===== config.mk =====
export PLATFORM = sky130hd
export DESIGN_NAME = window3x3_gen
export DESIGN_NICKNAME = d
export VERILOG_FILES = /design/src/rtl/cnn_pkg.sv /design/src/rtl/line_buffer.sv /design/src/rtl/window3x3_gen.sv
export SDC_FILE = /design/constraint.sdc
export NUM_CORES = 1
export LEC_CHECK = 0
export BUFFER_PORTS_ARGS = -buffer_cell sky130_fd_sc_hd__buf_2
export CORE_MARGIN = 2
export CORE_UTILIZATION = 60
export CTS_BUF_LIST = sky130_fd_sc_hd__clkbuf_8
export DETAILED_ROUTE_END_ITERATION = 8
export PLACE_DENSITY = 0.78
export SLEW_MARGIN = 20
export SYNTH_ARGS = -nofsm -noshare
export SYNTH_HDL_FRONTEND = slang
export SYNTH_SLANG_ARGS = --single-unit

===== constraint.sdc =====
create_clock -name iClk -period 2.3 [get_ports iClk]
set_input_delay 0.23 -clock iClk [delete_from_list [all_inputs] [get_ports iClk]]
set_output_delay 0.23 -clock iClk [all_outputs]
set_load 0.01 [all_outputs]

===== src/rtl/cnn_pkg.sv =====
// Shared constants and types for the pixel-stream front end of the CNN datapath.
// Latency: n/a (declarations only).
// Backpressure: n/a.
package cnn_pkg;

    // Default pixel width and frame geometry (28x28, 8-bit greyscale).
    localparam int DEFAULT_WI    = 8;
    localparam int DEFAULT_IMG_W = 28;
    localparam int DEFAULT_IMG_H = 28;

    // Window generator control state.
    //   FILL : first two lines of a frame are loading the line buffers.
    //   RUN  : line buffers hold the two previous lines, windows may be emitted.
    typedef enum logic {
        FILL = 1'b0,
        RUN  = 1'b1
    } win_state_e;

endpackage


===== src/rtl/line_buffer.sv =====
// Enable-gated line delay: oData is iData delayed by DEPTH accepted samples.
// Latency: DEPTH enabled cycles; the tap is a register output, readable before the shift.
// Backpressure: none; iEn low freezes the whole delay line.
//
// Ports:
//   iClk  - clock
//   iRsn  - asynchronous active-low reset (clears contents)
//   iEn   - shift enable, one sample per enabled cycle
//   iData - sample entering the line
//   oData - sample that entered DEPTH enabled cycles ago
module line_buffer
    import cnn_pkg::*;
#(
    parameter int WI    = DEFAULT_WI,
    parameter int DEPTH = DEFAULT_IMG_W
) (
    input  logic          iClk,
    input  logic          iRsn,
    input  logic          iEn,
    input  logic [WI-1:0] iData,
    output logic [WI-1:0] oData
);

    // Register chain; element 0 is the newest sample, DEPTH-1 the oldest.
    logic [DEPTH-1:0][WI-1:0] sr_q;
    logic [DEPTH-1:0][WI-1:0] sr_d;

    always_comb begin
        sr_d = sr_q;
        if (iEn) begin
            sr_d[0] = iData;
            for (int i = 1; i < DEPTH; i++) begin
                sr_d[i] = sr_q[i-1];
            end
        end
    end

    always_ff @(posedge iClk or negedge iRsn) begin
        if (!iRsn) begin
            sr_q <= '0;
        end else begin
            sr_q <= sr_d;
        end
    end

    assign oData = sr_q[DEPTH-1];

endmodule


===== src/rtl/window3x3_gen.sv =====
// Streaming 3x3 window generator: raster pixel stream in, fully-inside 3x3 windows out.
// Latency: 1 cycle from the accepting edge of a window's bottom-right pixel to oOutValid.
// Backpressure: none; iInValid low freezes all state and the window bus holds its value.
//
// Ports:
//   iClk, iRsn      - clock, asynchronous active-low reset
//   iInValid/iInData - one raster-order pixel per valid cycle
//   oOutValid        - one-cycle strobe per emitted window (registered)
//   oWindowOutRow1-3 - top/middle/bottom window rows, {left, centre, right}, left in the MSBs
//   oFrameDone       - pulses with the window of the frame's bottom-right pixel
module window3x3_gen
    import cnn_pkg::*;
#(
    parameter int WI    = DEFAULT_WI,
    parameter int IMG_W = DEFAULT_IMG_W,
    parameter int IMG_H = DEFAULT_IMG_H
) (
    input  logic          iClk,
    input  logic          iRsn,
    input  logic          iInValid,
    input  logic [WI-1:0] iInData,
    output logic          oOutValid,
    output logic [3*WI-1:0] oWindowOutRow1,
    output logic [3*WI-1:0] oWindowOutRow2,
    output logic [3*WI-1:0] oWindowOutRow3,
    output logic          oFrameDone
);

    localparam int CW = $clog2(IMG_W);
    localparam int RW = $clog2(IMG_H);
    localparam logic [CW-1:0] COL_LAST = CW'(IMG_W - 1);
    localparam logic [RW-1:0] ROW_LAST = RW'(IMG_H - 1);

    // ------------------------------------------------------------------
    // State
    // ------------------------------------------------------------------
    logic [CW-1:0] col_q, col_d;
    logic [RW-1:0] row_q, row_d;
    win_state_e    state_q, state_d;

    // Window registers indexed [row][col]; row 0 = top, col 0 = left.
    logic [2:0][2:0][WI-1:0] win_q, win_d;

    logic out_vld_q, out_vld_d;
    logic done_q, done_d;

    logic [WI-1:0] lb0_tap;   // pixel (row-1, col)
    logic [WI-1:0] lb1_tap;   // pixel (row-2, col)

    logic col_last;
    logic row_last;
    logic win_ok;

    assign col_last = (col_q == COL_LAST);
    assign row_last = (row_q == ROW_LAST);

    // ------------------------------------------------------------------
    // Line buffers: LB0 delays the input by one line, LB1 by two.
    // ------------------------------------------------------------------
    line_buffer #(
        .WI    (WI),
        .DEPTH (IMG_W)
    ) u_lb0 (
        .iClk  (iClk),
        .iRsn  (iRsn),
        .iEn   (iInValid),
        .iData (iInData),
        .oData (lb0_tap)
    );

    line_buffer #(
        .WI    (WI),
        .DEPTH (IMG_W)
    ) u_lb1 (
        .iClk  (iClk),
        .iRsn  (iRsn),
        .iEn   (iInValid),
        .iData (lb0_tap),
        .oData (lb1_tap)
    );

    // ------------------------------------------------------------------
    // FSM: FILL gates off windows while the line buffers still hold
    // the previous frame's lines, so stale data can never be emitted.
    // ------------------------------------------------------------------
    always_comb begin
        state_d = state_q;
        win_ok  = 1'b0;
        case (state_q)
            FILL: begin
                if (iInValid && (row_q == RW'(1)) && col_last) begin
                    state_d = RUN;
                end
            end
            RUN: begin
                // Columns 0 and 1 would straddle the previous line.
                win_ok = iInValid && (col_q >= CW'(2));
                if (iInValid && row_last && col_last) begin
                    state_d = FILL;
                end
            end
            default: state_d = FILL;
        endcase
    end

    always_ff @(posedge iClk or negedge iRsn) begin
        if (!iRsn) begin
            state_q <= FILL;
        end else begin
            state_q <= state_d;
        end
    end

    // ------------------------------------------------------------------
    // Counters, window shift and output strobes.
    // ------------------------------------------------------------------
    always_comb begin
        col_d     = col_q;
        row_d     = row_q;
        win_d     = win_q;
        out_vld_d = win_ok;
        done_d    = win_ok && row_last && col_last;

        if (iInValid) begin
            col_d = col_last ? '0 : col_q + 1'b1;
            if (col_last) begin
                row_d = row_last ? '0 : row_q + 1'b1;
            end

            for (int r = 0; r < 3; r++) begin
                win_d[r][0] = win_q[r][1];
                win_d[r][1] = win_q[r][2];
            end
            win_d[0][2] = lb1_tap;
            win_d[1][2] = lb0_tap;
            win_d[2][2] = iInData;
        end
    end

    always_ff @(posedge iClk or negedge iRsn) begin
        if (!iRsn) begin
            col_q     <= '0;
            row_q     <= '0;
            win_q     <= '0;
            out_vld_q <= 1'b0;
            done_q    <= 1'b0;
        end else begin
            col_q     <= col_d;
            row_q     <= row_d;
            win_q     <= win_d;
            out_vld_q <= out_vld_d;
            done_q    <= done_d;
        end
    end

    // ------------------------------------------------------------------
    // Outputs come straight from registers.
    // ------------------------------------------------------------------
    assign oOutValid      = out_vld_q;
    assign oFrameDone     = done_q;
    assign oWindowOutRow1 = {win_q[0][0], win_q[0][1], win_q[0][2]};
    assign oWindowOutRow2 = {win_q[1][0], win_q[1][1], win_q[1][2]};
    assign oWindowOutRow3 = {win_q[2][0], win_q[2][1], win_q[2][2]};

endmodule


==> reports/summary.txt, run 1 <==
status - complete, no violations
Yosys top cell area share - 0.650
Setup Total Neg Slack - 0 ps
diode count - 0
Starting DRT DRC Count - 361
number of global-route vias before repair - 9,537
largest family of logic cells by synthesized area - multiplexers
slowest CP cell - or4_1
hold_ws - 118 ps
post-place setup slack - 794 ps
Final setup viols - 0
total track usage - 0.166
Ys Warns - 0
via count - 8,848
Routed Antenna Nets - 0
clk slew on worst S/H paths - 60 ps
starting density of the core - 0.610
Simple-Gate Fraction of Synth Area - 0.00798
Post-Synth Adder-Cell Area - 0.00268
PD cells - 1010 mW/mm2
Pint - 15,900 uW
reg2reg path depth - 5
Vias per Instance - 5.33
Final Util - 0.678
Startpoint Class - register
Synth Area in XOR/XNOR - 0
Hold Crit Depth - 3
post-synthesis cell area - 0.0187 mm2
Post-Syn Area per Cell - 16.8 um2
FF-to-FF End - oFrameDone$_DFF_PN0_
leading cell type in the layout, fill and taps excluded - dfrtp_1
multiplexer share of the synthesized area - 0.287
Net Switching - 5090 uW
worst setup path end - oFrameDone$_DFF_PN0_
largest area contributor in the netlist - dfrtp_1
Core Footprint - 0.0306 mm2
CTS tree - built
initial antenna violation count - 0
commonest cells after routing, fill and taps aside - dfrtp_1, mux2_2, clkbuf_8
setup repair bufs after CTS - 0
IO Pins - 85
share of cells above drive strength 1 - 0.555
critical path class - register to register
Max stage delay on crit path - 420 ps
WL final - 25,700 um
Comb pwr share - 0.127
synth unique cells - 34
Fin. Hold Viols - 0
Net Count, Synth - 1,124
Die H - 180 um
Synth Area in Compound Gates - 0.00556
largest net degree at the start of global routing - 78
Placer Congestion - 0.715
CTS Sinks - 485
switching share of power - 0.242
VDD IR max - 0.731 mV
LEAKAGE - 0.0104 uW
CP arrival - 1980 ps
Cell Count, Final, Fillers Out - 1,661
Final Skew - 30.8 ps
unrepaired setup endpoints after global routing - false
1st-pass router iterations - 5
FP Rows - 64
drt drc - 0
Critical Path, Cell by Cell - inv_1 -> ha_1 -> or4_1 -> o21ai_1 -> nor3_1
synth top area cells - dfrtp_1, mux2_2, buf_4
root buf cell - clkbuf_8
DPL Wire Length - 15,400 um
Seq/Total Area, Yosys - 0.650
final worst path period need - 1530 ps
final cycle utilization of the critical path - 0.663
Yosys reg bits - 485
Syn Inst Count - 1,109
crit path max fanout - 4
max_cap viols - 0
Crit. End Element - register
Slew headroom - 0.611
Seq pwr share - 0.539
Hold/Removal Path Class - primary input to register
worst endpoint required time - 2750 ps
reg-to-reg critical path startpoint - col_q[0]$_DFFE_PN0P_
input/output buffers - 84
grt ovf - 0
synth-to-layout area growth - 11.1%
final setup margin - 775 ps
Final Max Tran Viols - 0
die area - 0.0325 mm2
Clock Power Share - 0.334
Wirelength per Cell - 15.5 um
Slew @ Worst Pin - 583 ps
Fmax - 0.656 GHz
H-tree depth - 3
clock buffer depth - 3
Layout Nets - 1,226
Num CTS Buffers - 76
Critical Path Source - col_q[0]$_DFFE_PN0P_
clk_lat worst skew - 580 ps
CTS resizes - 0
first-pass GRT wire length - 45,700 um
die width - 180 um
placed cells - 1,520
FF-to-FF setup slack - 770 ps
through the flow:
stage | instance area (um2) | total power (uW)
3_5_place_dp | 19100 | 14200
2_1_floorplan | 18700 | 13500
5_1_grt | 20700 | 22200
3_3_place_gp | 19100 | 13900
4_1_cts | 20700 | 21400
6_report | 20700 | 21000
how the worst min path moves through the flow:
| stage | endpoint | start | slack, ps |
|---|---|---|---|
| 5_1_grt | u_lb0.sr_q[49]$_DFFE_PN0P_ | iInValid | 100 |
| 3_3_place_gp | u_lb0.sr_q[16]$_DFFE_PN0P_ | iRsn | 250 |
| 3_5_place_dp | u_lb0.sr_q[2]$_DFFE_PN0P_ | iRsn | 250 |
| 6_report | col_q[0]$_DFFE_PN0P_ | iInValid | 120 |
| 2_1_floorplan | col_q[0]$_DFFE_PN0P_ | iRsn | -70 |
| 4_1_cts | u_lb0.sr_q[68]$_DFFE_PN0P_ | iInValid | 90 |
synthesized netlist by cell type:
library cell and instances:
buf_2 16, o211ai_1 1, nand3_1 2, a21o_1 2, o21ai_1 1, mux2_4 1
nand4_1 1, mux2_1 1, inv_1 3, dfrtp_1 485, nand2_1 6, buf_4 53
nor4_1 1, a21boi_0 1, buf_12 2, o21ai_0 5, nand4b_1 2, mux2i_1 1
a21oi_1 1, mux2_2 472, o31ai_1 3, ha_1 4, and4b_1 2, and4b_2 1
a211oi_1 1, and2b_1 1, or4b_1 1, nand2b_1 1, nor3_1 2, buf_6 31
or4_1 1, and3_1 1, a22o_1 1, nor2_1 2
metal layers:
| layer | GRT usage | vias to the layer above | part of all wire |
|---|---|---|---|
| met5 | 0 | - | 0 |
| met4 | 0.0613 | 0 | 0.022 |
| met3 | 0.0362 | 48 | 0.038 |
| met2 | 0.259 | 153 | 0.47 |
| met1 | 0.234 | 4579 | 0.47 |
| li1 | - | 4068 | - |
kinds of logic (layout without fill, tap and decap cells):
family,count (synthesis),in the layout
multiplexers,475,475
buffers and inverters,105,261
adder cells (fa/ha/maj),4,4
AND/OR/NAND/NOR,24,24
flip-flops,485,485
AO/OA/AOI/OAI,16,16
final cells by class:
type / instances / area, um2
clock inverters: 36 / 198
multi-input cells: 519 / 5650
fillers: 2098 / 9860
clock buffers: 96 / 1320
repair buffers: 126 / 916
inverters: 3 / 11.3
flip-flops and latches: 485 / 12100
well taps: 396 / 495
state kept, by name, summed over array words and instances (netlist names):
signal	count
u_lb0.sr_q	216
u_lb1.sr_q	200
oWindowOutRow1	24
oWindowOutRow2	16
u_lb0.oData	8
u_lb1.oData	8
col_q	5
row_q	5
oFrameDone	1
oOutValid	1
state_q	1
repair_timing:
action | CTS | global route
endpoints found under the hold margin | 62 | 0
hold buffers | 9 | 0
setup endpoints to repair | 0 | 0
power by group through the flow:
stage / clock network, uW / registers (uW) / logic (uW)
6_report: 7020 / 11300 / 2670
5_1_grt: 7660 / 11600 / 2960
4_1_cts: 7270 / 11300 / 2730
3_5_place_dp: 0 / 11500 / 2700
3_3_place_gp: 0 / 11400 / 2560
2_1_floorplan: 0 / 11100 / 2350
worst max-delay path, delay by kind of cell, from the launching register on:
family	cells	cell delay (ps)
compound gates	1	220
fa+ha+maj	1	190
buf+inv	1	90
simple gates	2	530
flops	1	390
(Power assumes the default switching activity.)
==> inputs of run 2 (changes only) <==
==> constraint.sdc (replaced) <==
create_clock -name iClk -period 1.55 [get_ports iClk]
set_input_delay 0.155 -clock iClk [delete_from_list [all_inputs] [get_ports iClk]]
set_output_delay 0.155 -clock iClk [all_outputs]
set_load 0.01 [all_outputs]
==> run 2 against run 1 <==
Flip-flop and latch count is the same; utilization is 0.68 points higher; final cell count rose by 0.66%; global-route usage fell by 0.11 points; routed wire length down 0.47%; worst setup slack lost 680 ps; clock-buffer cell count did not move; maximum frequency is 5.1% higher; combinational power increased by 51%; die area did not move; critical path depth is 1 lower.
==> reports/summary.txt, run 2 (synthesis results as in run 1) <==
Top reg by flops - u_lb0.sr_q (unchanged)
first-pass GRT wire length - 45,400 um (was 45,700 um)
Fmax - 0.689 GHz (was 0.656 GHz)
final cycle utilization of the critical path - 0.936 (was 0.663)
root buf cell - clkbuf_8 (unchanged)
grt ovf - 0 (unchanged)
worst endpoint required time - 2030 ps (was 2750 ps)
Num CTS Buffers - 76 (unchanged)
share of cells above drive strength 1 - 0.554 (was 0.555)
largest net degree at the start of global routing - 105 (was 78)
Final setup viols - 0 (unchanged)
total power - 31,500 uW (was 21,000 uW)
CTS Sinks - 485 (unchanged)
critical path class - register to register (unchanged)
Vias per Instance - 5.31 (was 5.33)
Slew headroom - 0.648 (was 0.611)
input/output buffers - 84 (unchanged)
Crit. End Element - register (unchanged)
VDD IR max - 0.932 mV (was 0.731 mV)
Startpoint Class - register (unchanged)
total track usage - 0.165 (was 0.166)
Setup Total Neg Slack - 0 ps (unchanged)
unrepaired setup endpoints after global routing - false (unchanged)
drt drc - 0 (unchanged)
Fin. Hold Viols - 0 (unchanged)
clk_lat worst skew - 600 ps (was 580 ps)
via count - 8,877 (was 8,848)
LEAKAGE - 0.0105 uW (was 0.0104 uW)
CP arrival - 1930 ps (was 1980 ps)
1st-pass router iterations - 4 (was 5)
Final Skew - 30.3 ps (was 30.8 ps)
max_cap viols - 0 (unchanged)
WL final - 25,600 um (was 25,700 um)
initial antenna violation count - 0 (unchanged)
commonest cells after routing, fill and taps aside - dfrtp_1, mux2_2, clkbuf_8 (unchanged)
final worst path period need - 1450 ps (was 1530 ps)
Die H - 180 um (unchanged)
die area - 0.0325 mm2 (unchanged)
Starting DRT DRC Count - 405 (was 361)
leading cell type in the layout, fill and taps excluded - dfrtp_1 (unchanged)
Hold/Removal Path Class - primary input to async pin (was primary input to register)
Layout Nets - 1,237 (was 1,226)
Slew @ Worst Pin - 528 ps (was 583 ps)
max FFs per register - 216 (unchanged)
setup repair bufs after CTS - 0 (unchanged)
clk slew on worst S/H paths - 60 ps (about the same)
synth-to-layout area growth - 12.2% (was 11.1%)
Routed Antenna Nets - 0 (unchanged)
Placer Congestion - 0.698 (was 0.715)
H-tree depth - 3 (unchanged)
diode count - 0 (unchanged)
IO Pins - 85 (unchanged)
status - complete, no violations (unchanged)
Final Max Tran Viols - 0 (unchanged)
crit path max fanout - 6 (was 4)
FP Rows - 64 (unchanged)
PD cells - 1500 mW/mm2 (was 1010 mW/mm2)
Cell Count, Final, Fillers Out - 1,672 (was 1,661)
die width - 180 um (unchanged)
DPL Wire Length - 15,700 um (was 15,400 um)
Core Footprint - 0.0306 mm2 (unchanged)
Wirelength per Cell - 15.3 um (was 15.5 um)
placed cells - 1,528 (was 1,520)
CTS tree - built (unchanged)
starting density of the core - 0.610 (unchanged)
number of global-route vias before repair - 9,395 (was 9,537)
clock buffer depth - 3 (unchanged)
run 2: final cells by class:
type                    instances  area [um2]
clock buffers                  96        1320
repair buffers                137        1110
clock inverters                36         216
fillers                      2059        9650
well taps                     396         495
multi-input cells             519        5650
flip-flops and latches        485       12100
inverters                       3        11.3
run 2: per-layer routing:
layer  global-route usage  share of wire  up-vias
li1                     -              -     4106
met1                0.231           0.47     4571
met2                0.254           0.47      141
met3               0.0358          0.040       59
met4               0.0687          0.026        0
met5                    0              0        -
run 2: what timing repair did:
action,CTS,global route
gates resized for setup,0,0
hold endpoints to repair,474,0
hold buffers,12,0
run 2: report_power, final:
| part | internal, uW | switching, uW |
|---|---|---|
| combinational | 2580 | 1460 |
| clock | 5900 | 4720 |
| sequential | 15400 | 1430 |
| total | 23900 | 7610 |
run 2: through the flow:
stage | instance area (um2) | worst slack [ps] | hold WS (ps) | util
after global placement | 19300 | 168 | 27.6 | 0.630
after global routing | 20900 | 1.82 | 177 | 0.685
after floorplan | 18700 | 161 | -141 | -
final | 20900 | 99.5 | 181 | 0.685
after CTS | 20900 | 125 | 158 | 0.685
after detailed placement | 19300 | 138 | 32.5 | 0.630
run 2: critical path, stage by stage (launching register included):
cell and delay [ps]:
dfrtp_1 420, ha_1 190, and4b_1 280, nand4_1 130
mux2_4 310
run 2: final timing paths:
path	from	endpoint	slack, ps	cells after the start
max	col_q[1]$_DFFE_PN0P_	row_q[4]$_DFFE_PN0P_	100	4
max reg2reg	col_q[1]$_DFFE_PN0P_	row_q[4]$_DFFE_PN0P_	100	4
min	iRsn	u_lb0.sr_q[8]$_DFFE_PN0P_	180	3
min in group iClk	iInData[3]	u_lb0.sr_q[3]$_DFFE_PN0P_	340	3
min reg2reg	u_lb0.sr_q[89]$_DFFE_PN0P_	u_lb0.sr_q[97]$_DFFE_PN0P_	480	1
max in group asynchronous	iRsn	u_lb0.sr_q[43]$_DFFE_PN0P_	470	3
==> inputs of run 3 (changes only) <==
--- a/config.mk
+++ b/config.mk
@@ -6,11 +6,13 @@
 export NUM_CORES = 1
 export LEC_CHECK = 0
 export BUFFER_PORTS_ARGS = -buffer_cell sky130_fd_sc_hd__buf_2
+export CELL_PAD_IN_SITES_DETAIL_PLACEMENT = 1
+export CELL_PAD_IN_SITES_GLOBAL_PLACEMENT = 1
 export CORE_MARGIN = 2
-export CORE_UTILIZATION = 60
+export CORE_UTILIZATION = 55
 export CTS_BUF_LIST = sky130_fd_sc_hd__clkbuf_8
 export DETAILED_ROUTE_END_ITERATION = 8
-export PLACE_DENSITY = 0.78
+export PLACE_DENSITY_LB_ADDON = 0.15
 export SLEW_MARGIN = 20
 export SYNTH_ARGS = -nofsm -noshare
 export SYNTH_HDL_FRONTEND = slang
==> run 3 against run 2 <==
Utilization is 4.8 points lower; first-iteration DRC count is 40% lower; final cell count is 4.8% higher; design area is 1.8% higher; register-to-register slack worse by 30 ps; flip-flop and latch count stayed put; worst hold slack better by 120 ps; sequential power hardly changed; critical path type unchanged; sequential share of layout area is 0.99 points lower; clock-buffer cell count is 13 higher; clock power is 8% higher.
==> reports/summary.txt, run 3 (synthesis results as in run 1) <==
Final Skew - 17.3 ps (was 30.3 ps)
post-place setup slack - 62.4 ps (was 138 ps)
number of global-route vias before repair - 10.2k (was 9,395)
Slew @ Worst Pin - 473 ps (was 528 ps)
fillers - 2,987 (was 2,059)
Slew headroom - 0.685 (was 0.648)
synth-to-layout area growth - 14.1% (was 12.2%)
largest net degree at the start of global routing - 85 (was 105)
Starting DRT DRC Count - 244 (was 405)
H-tree depth - 3 (unchanged)
clk slew on worst S/H paths - 60 ps (about the same)
FP Rows - 67 (was 64)
CP arrival - 1970 ps (was 1930 ps)
slowest CP cell - or4_1 (was dfrtp_1)
Startpoint Class - register (unchanged)
Fmax - 0.674 GHz (was 0.689 GHz)
die area - 0.0354 mm2 (was 0.0325 mm2)
drt drc - 0 (unchanged)
Die H - 188 um (was 180 um)
Routed Antenna Nets - 0 (unchanged)
LEAKAGE - 0.0106 uW (was 0.0105 uW)
clock buffer depth - 3 (unchanged)
commonest cells after routing, fill and taps aside - dfrtp_1, mux2_2, clkbuf_8 (unchanged)
Top reg by flops - u_lb0.sr_q (unchanged)
Area after DPL - 0.0195 mm2 (was 0.0193 mm2)
design area - 0.0213 mm2 (was 0.0209 mm2)
Top delay family on crit path - simple AND/OR/NAND/NOR gates (was flip-flops)
Final Max Tran Viols - 0 (unchanged)
diode count - 0 (unchanged)
IO Pins - 85 (unchanged)
grt ovf - 0 (unchanged)
Fin. Hold Viols - 0 (unchanged)
CTS tree - built (unchanged)
Setup Total Neg Slack - 0 ps (unchanged)
VDD IR max - 0.866 mV (was 0.932 mV)
status - complete, no violations (unchanged)
Wirelength per Cell - 16.8 um (was 15.3 um)
initial antenna violation count - 0 (unchanged)
Hold/Removal Path Class - primary input to register (was primary input to async pin)
critical path class - register to register (unchanged)
final worst path period need - 1480 ps (was 1450 ps)
hold_ws - 302 ps (was 181 ps)
Max stage delay on crit path - 420 ps (about the same)
PD cells - 1520 mW/mm2 (was 1500 mW/mm2)
input/output buffers - 84 (unchanged)
Vias per Instance - 5.20 (was 5.31)
Num CTS Buffers - 79 (was 76)
starting density of the core - 0.558 (was 0.610)
root buf cell - clkbuf_8 (unchanged)
CTS Sinks - 485 (unchanged)
final cycle utilization of the critical path - 0.957 (was 0.936)
1st-pass router iterations - 3 (was 4)
Core Footprint - 0.0334 mm2 (was 0.0306 mm2)
worst endpoint required time - 2040 ps (was 2030 ps)
WL final - 29,400 um (was 25,600 um)
share of cells above drive strength 1 - 0.574 (was 0.554)
FF-to-FF setup slack - 70 ps (was 100 ps)
first-pass GRT wire length - 50,800 um (was 45,400 um)
final setup margin - 67.1 ps (was 99.5 ps)
leading cell type in the layout, fill and taps excluded - dfrtp_1 (unchanged)
DPL Wire Length - 18,200 um (was 15,700 um)
total track usage - 0.175 (was 0.165)
max FFs per register - 216 (unchanged)
Layout Nets - 1,257 (was 1,237)
Placer Congestion - 0.717 (was 0.698)
Critical Path, Cell by Cell - inv_2 -> ha_1 -> or4_1 -> o21ai_2 -> nor3_1 (was ha_1 -> and4b_1 -> nand4_1 -> mux2_4)
clk_lat worst skew - 610 ps (was 600 ps)
via count - 9,113 (was 8,877)
die width - 188 um (was 180 um)
WP buf/inv - 1 (was 0)
Crit. End Element - register (unchanged)
max_cap viols - 0 (unchanged)
crit path max fanout - 4 (was 6)
Final setup viols - 0 (unchanged)
## run 3: cell type report
| class | instances | area [um2] | share of cell area |
|---|---|---|---|
| Tap cell | 448 | 561 | 0.0263 |
| Sequential cell | 485 | 12100 | 0.570 |
| Clock buffer | 109 | 1500 | 0.0704 |
| Inverter | 3 | 11.3 | 0.000528 |
| Timing Repair Buffer | 154 | 1230 | 0.0578 |
| Clock inverter | 35 | 186 | 0.00875 |
| Multi-Input combinational cell | 519 | 5680 | 0.267 |
## run 3: path summary, 6_finish.rpt
check | cells after the start | end | startpoint
hold / removal | 3 | u_lb0.sr_q[7]$_DFFE_PN0P_ | iInData[7]
min in group asynchronous | 3 | u_lb1.sr_q[177]$_DFFE_PN0P_ | iRsn
setup reg to reg | 5 | oFrameDone$_DFF_PN0_ | col_q[0]$_DFFE_PN0P_
hold reg to reg | 1 | u_lb1.sr_q[61]$_DFFE_PN0P_ | u_lb1.sr_q[53]$_DFFE_PN0P_
max in group asynchronous | 4 | u_lb0.sr_q[139]$_DFFE_PN0P_ | iRsn
setup / recovery | 5 | oFrameDone$_DFF_PN0_ | col_q[0]$_DFFE_PN0P_
## run 3: metrics by stage
stage          utilization  power (uW)  cells
2_1_floorplan            -       20000   1109
3_3_place_gp         0.583       20900   1599
3_5_place_dp         0.583       21400   1599
4_1_cts              0.636       33000   1754
5_1_grt              0.637       34400   1753
6_report             0.637       32500   1753
## run 3: per-layer routing
metal / track usage / vias up / part of all wire
met2: 0.288 / 143 / 0.49
met5: 0 / - / 0
li1: - / 4139 / -
met4: 0.0724 / 0 / 0.025
met1: 0.227 / 4768 / 0.45
met3: 0.0386 / 63 / 0.036
## run 3: worst reg2reg max path, cell delays in order, from the launching register on
cell and delay (ps):
dfrtp_2 400, inv_2 60, ha_1 200, or4_1 420, o21ai_2 190, nor3_1 90
## run 3: what timing repair did
action	CTS	global route
endpoints found under the setup margin	0	7
endpoints found under the hold margin	502	0
hold buffers	11	0
buffers inserted	0	0
gates resized for setup	0	8
## run 3: report_power, final
part	total (uW)	leakage [uW]	switching, uW	internal, uW
clock	11400	0.000943	4930	6420
sequential	16900	0.00637	1540	15400
combinational	4210	0.00333	1570	2630
